--- config.mk ---
export PLATFORM = sky130hd
export DESIGN_NAME = mem_arbiter
export DESIGN_NICKNAME = d
export VERILOG_FILES = /design/src/rtl/mem_arbiter.sv
export SDC_FILE = /design/constraint.sdc
export NUM_CORES = 1
export LEC_CHECK = 0
export BUFFER_PORTS_ARGS = -buffer_cell sky130_fd_sc_hd__buf_2
export CORE_AREA = 2 2 275 277
export CTS_CLUSTER_DIAMETER = 50
export CTS_CLUSTER_SIZE = 24
export DETAILED_ROUTE_END_ITERATION = 7
export DIE_AREA = 0 0 277 279
export GPL_ROUTABILITY_DRIVEN = 1
export GPL_TIMING_DRIVEN = 0
export PLACE_DENSITY = 0.46
export SETUP_SLACK_MARGIN = 0.2
export SYNTH_ARGS = -nofsm -noshare
export SYNTH_HDL_FRONTEND = slang
export SYNTH_SLANG_ARGS = --single-unit
--- constraint.sdc ---
create_clock -name clk -period 1.95 [get_ports clk]
set_clock_uncertainty 0.2 [all_clocks]
set_input_delay 0.39 -clock clk [delete_from_list [all_inputs] [get_ports clk]]
set_output_delay 0.39 -clock clk [all_outputs]
set_load 0.01 [all_outputs]
--- src/rtl/mem_arbiter.sv ---
// Two-port line-transfer arbiter: an instruction-cache read port and a data-cache read/writeback port
// share one physical memory. Each grant runs to completion and then takes one DONE cycle before returning to IDLE.
module mem_arbiter #(
  parameter int LINE_W = 128,
  parameter int ADDR_W = 16
) (
  input  logic              clk,
  input  logic              reset_n,
  input  logic              i_read,
  input  logic [ADDR_W-1:0] i_addr,
  output logic [LINE_W-1:0] i_rdata,
  output logic              i_resp,
  input  logic              d_read,
  input  logic              d_write,
  input  logic [ADDR_W-1:0] d_addr,
  input  logic [LINE_W-1:0] d_wdata,
  output logic [LINE_W-1:0] d_rdata,
  output logic              d_resp,
  output logic              mem_read,
  output logic              mem_write,
  output logic [ADDR_W-1:0] mem_addr,
  output logic [LINE_W-1:0] mem_wdata,
  input  logic [LINE_W-1:0] mem_rdata,
  input  logic              mem_resp
);

  typedef enum logic [2:0] {
    IDLE    = 3'd0,
    SERVE_I = 3'd1,
    SERVE_D = 3'd2,
    DONE_I  = 3'd3,
    DONE_D  = 3'd4
  } state_t;

  state_t              r_state;
  logic                r_last_d;
  logic                r_write;
  logic [ADDR_W-1:0]   r_addr;
  logic [LINE_W-1:0]   r_wdata;
  logic [LINE_W-1:0]   r_i_rdata;
  logic [LINE_W-1:0]   r_d_rdata;
  logic                r_mem_read;
  logic                r_mem_write;
  logic                r_i_resp;
  logic                r_d_resp;

  logic w_d_pend;
  logic w_grant_d;

  // With both ports pending, D wins unless it had the previous grant.
  assign w_d_pend  = d_read | d_write;
  assign w_grant_d = w_d_pend & (~i_read | ~r_last_d);

  always_ff @(posedge clk) begin
    if (!reset_n) begin
      r_state     <= IDLE;
      r_last_d    <= 1'b0;
      r_write     <= 1'b0;
      r_addr      <= '0;
      r_wdata     <= '0;
      r_i_rdata   <= '0;
      r_d_rdata   <= '0;
      r_mem_read  <= 1'b0;
      r_mem_write <= 1'b0;
      r_i_resp    <= 1'b0;
      r_d_resp    <= 1'b0;
    end else begin
      case (r_state)
        IDLE: begin
          if (w_grant_d) begin
            // Writeback takes priority over a simultaneous read on the D port.
            r_state     <= SERVE_D;
            r_addr      <= d_addr;
            r_write     <= d_write;
            r_wdata     <= d_wdata;
            r_mem_read  <= ~d_write;
            r_mem_write <= d_write;
          end else if (i_read) begin
            r_state     <= SERVE_I;
            r_addr      <= i_addr;
            r_write     <= 1'b0;
            r_mem_read  <= 1'b1;
            r_mem_write <= 1'b0;
          end
        end
        SERVE_I: begin
          if (mem_resp) begin
            r_i_rdata   <= mem_rdata;
            r_mem_read  <= 1'b0;
            r_mem_write <= 1'b0;
            r_i_resp    <= 1'b1;
            r_last_d    <= 1'b0;
            r_state     <= DONE_I;
          end
        end
        SERVE_D: begin
          if (mem_resp) begin
            if (!r_write) begin
              r_d_rdata <= mem_rdata;
            end
            r_mem_read  <= 1'b0;
            r_mem_write <= 1'b0;
            r_d_resp    <= 1'b1;
            r_last_d    <= 1'b1;
            r_state     <= DONE_D;
          end
        end
        DONE_I: begin
          r_i_resp <= 1'b0;
          r_state  <= IDLE;
        end
        DONE_D: begin
          r_d_resp <= 1'b0;
          r_state  <= IDLE;
        end
        default: begin
          r_mem_read  <= 1'b0;
          r_mem_write <= 1'b0;
          r_i_resp    <= 1'b0;
          r_d_resp    <= 1'b0;
          r_state     <= IDLE;
        end
      endcase
    end
  end

  assign i_rdata   = r_i_rdata;
  assign i_resp    = r_i_resp;
  assign d_rdata   = r_d_rdata;
  assign d_resp    = r_d_resp;
  assign mem_read  = r_mem_read;
  assign mem_write = r_mem_write;
  assign mem_addr  = r_addr;
  assign mem_wdata = r_wdata;

endmodule

==> results.py <==
metrics = {
    "run_status": {
        "status": "finished, final reports clean",
    },
    "global_route": {
        "track_usage_pct": 16.59,
        "gr-total-overflow": 0,
        "antenna_found_initial": 3,
        "grt_first_pass_wirelength_mm": 99.22,
        "grt_max_degree": 16,
        "grt_pass1_vias": 16860,
    },
    "placed_design": {
        "place.gp.congestion": 0.8773,
        "port_buffers": 696,
        "dp_hpwl_mm": 50.82,
    },
    "setup_path": {
        "cpLargestDelayFamily": "simple AND/OR/NAND/NOR gates",
        "ff2ff_path_depth": 6,
        "cp.buffers_inverters": 3,
        "critPathLaunch": "r_state[2]",
        "r2r_start": "r_state[2]",
        "crit_path_max_incr_delay_ps": 570,
        "rrSetupSlack_ps": 70,
        "crit_chain": "buf_6 -> or4_4 -> buf_12 -> buf_6 -> nand2_1 -> a21boi_1",
        "critPathMaxFanout": 10,
        "arrival_ps": 2160,
        "r2r_end": "d_rdata[33]",
        "crit_type": "register to register",
        "cp-end-kind": "register",
        "cp-start-kind": "register",
        "cpMostUsedCell": "buf_6",
        "crit_slowest_cell": "or4_4",
        "cp.required_ps": 2230,
        "path_depth": 6,
    },
    "power": {
        "peakVddDrop_mv": 0.6816,
        "power.total_w": 0.02713,
        "leakage_nw": 11.72,
        "p_per_area_nw_per_um2": 1041,
    },
    "yosys": {
        "post-synth-top-area-fraction_pct": 52.98,
        "async_flop_share_pct": 0,
        "synth_area_leaders": "dfxtp_1 53%, nand2_1 19%, a21boi_1 13%",
        "synth_edf_count": 0,
        "synthesis.nets": 2089,
        "yosys_warnings": 0,
        "synth_cell_types": 38,
        "synth_ff_type": "dfxtp_1",
        "synth.avg_cell_area_um2": 8.609,
        "synth_top_cell_by_area": "dfxtp_1",
        "synth_area_um2": 15450,
        "ys_ff_latch": 409,
        "ys_seq_area_share_pct": 52.98,
        "syn_inst": 1795,
    },
    "hold_path": {
        "hp-start": "mem_resp",
        "hold_end": "r_last_d",
        "hold_class": "input port to register",
        "whs_path_depth": 4,
    },
    "timing": {
        "fin_crit_sh_pct": 96.23,
        "setup_violations": 0,
        "drv_slew": 0,
        "relSlewSlack_pct": 51.09,
        "report.final.hold_viol_count": 0,
        "worstMarginPinSlew_ps": 733.7,
        "grt_setup_unrepaired": "yes",
        "max_freq_mhz": 532.9,
        "min_period_ps": 1877,
    },
    "detailed_routing": {
        "drt-total-wl_mm": 68.37,
        "routed_via_density": 4.203,
        "drt-initial-drc-count": 643,
        "drc": 0,
        "vias": 16350,
        "ant_nets": 0,
        "wl_per_cell_um": 17.58,
        "dr.pass1.iters": 5,
    },
    "die": {
        "fp.dieW_um": 277,
        "io_pins": 698,
        "num_rows": 100,
        "dieHeight_um": 279,
        "core-area_um2": 74070,
        "die-area_um2": 77280,
        "initial_core_util_pct": 20.86,
    },
    "clocking": {
        "numCtsBuffers": 56,
        "clockBufferDepth": 3,
        "worst_skew_pair.late_latency_ps": 590,
        "clockRootBuffer": "clkbuf_16",
        "clkTransAtPathRegs_ps": 60,
        "htree_levels": 2,
        "clock-sinks": 409,
        "cts_tree": "built",
    },
    "cells_and_area": {
        "multi_input_area_um2": 6526,
        "utilization_pct": 35.17,
        "area_growth_pct": 68.56,
        "nFillCells": 7769,
        "seq_area_um2": 8192,
        "fin_nets": 3164,
        "drive_gt1_share_pct": 32.52,
    },
    "run": {
        "drv_cap": 0,
    },
}
[layout by cell type (no fill, tap or decap), types with 2 or more instances in the layout]
cell type,count
a21boi_0,80
a21boi_1,298
a21boi_2,8
a21oi_1,3
and2_1,2
buf_12,11
buf_16,2
buf_2,700
buf_4,22
buf_6,37
buf_8,13
bufinv_16,8
clkbuf_1,47
clkbuf_16,69
clkbuf_2,18
clkbuf_4,7
clkbuf_8,4
clkinv_2,5
clkinv_4,6
clkinv_8,2
clkinvlp_4,4
dfxtp_1,406
dfxtp_2,3
diode_2,3
dlygate4sd3_1,291
inv_1,3
inv_6,12
inv_8,4
mux2i_1,17
nand2_1,784
nand2_2,3
nand2_4,2
nand3b_1,2
nor2_1,5
o211a_1,16
o21ai_0,3
[final cells by class]
type / instances / share of cell area, %
diodes: 3 / 0.02882
plain buffers: 139 / 4.587
clock buffers: 65 / 5.706
clock inverters: 41 / 2.037
inverters: 3 / 0.04323
multi-input cells: 1244 / 25.05
flip-flops and latches: 409 / 31.45
well taps: 969 / 4.654
repair buffers: 1017 / 26.44
[metrics by stage]
stage	TNS, ps	hold slack (ps)	instances	cell area (µm²)	setup slack [ps]
detailed placement	-242570	241.6	3460	20150	-1113
CTS	0	78.48	3868	25440	48.19
floorplan	0	279.2	1795	15450	237.3
global route	0	129.1	3889	26050	8.121
finish	0	130.3	3890	26050	73.48
global placement	-225950	236.8	3460	20150	-1026
[timing repair]
action | CTS | global route
setup buffers | 9 | 7
hold endpoints to repair | 402 | 0
resized for setup | 91 | 119
pin swaps | 6 | 3
hold buffers | 291 | 0
setup endpoints to repair | 419 | 430
cloned | 2 | 12
[worst max-delay path by stage]
stage,to,slack (ps)
after floorplan,mem_addr[0],240
after global placement,d_rdata[28],-1030
final,d_rdata[33],70
after global routing,mem_wdata[75],8
after CTS,i_rdata[93],50
after detailed placement,d_rdata[23],-1110
[power breakdown]
group | switching, W | internal, W
Clock | 0.00429 | 0.00667
Sequential | 0.000468 | 0.00924
Combinational | 0.00352 | 0.00294
Total | 0.00828 | 0.0189
[worst register-to-register path: stages, from the launching register on]
cell and delay (ps):
dfxtp_2 350, buf_6 140, or4_4 570, buf_12 190
buf_6 200, nand2_1 70, a21boi_1 60
[Yosys cell counts (2+ instances only)]
library cell,number
buf_6,26
and2_1,3
a21oi_1,3
nand2_1,788
nor2_1,5
clkbuf_1,70
nand3b_1,2
a21boi_1,263
dfxtp_1,409
o211a_1,16
buf_2,22
a21boi_0,123
buf_1,2
mux2i_1,17
buf_4,19
inv_1,3
o21ai_0,3
[registers in the layout, indices dropped and copies added (netlist names)]
name,cells
mem_write,1
r_write,1
mem_addr,16
r_state,3
i_rdata,128
d_resp,1
d_rdata,128
mem_read,1
r_last_d,1
i_resp,1
mem_wdata,128
[cell families (layout without fill, tap and decap cells)]
kind of cell,count (synthesis),after routing,synth area share [%]
AO/OA/AOI/OAI,415,415,20.34
XOR/XNOR,1,1,0.05669
buffers and inverters,142,1265,5.352
flip-flops,409,409,52.98
multiplexers,17,17,1.101
other,0,3,0
AND/OR/NAND/NOR,811,811,20.17
[layer usage]
layer / track usage [%] / vias to the layer above / wire length (µm)
met5: 0 / - / 0
met4: 6.173 / 0 / 2201
met1: 18.93 / 7694 / 28040
met2: 30.09 / 524 / 34170
met3: 3.732 / 126 / 3963
li1: - / 8007 / -
Power figures use the tool's default switching activity.
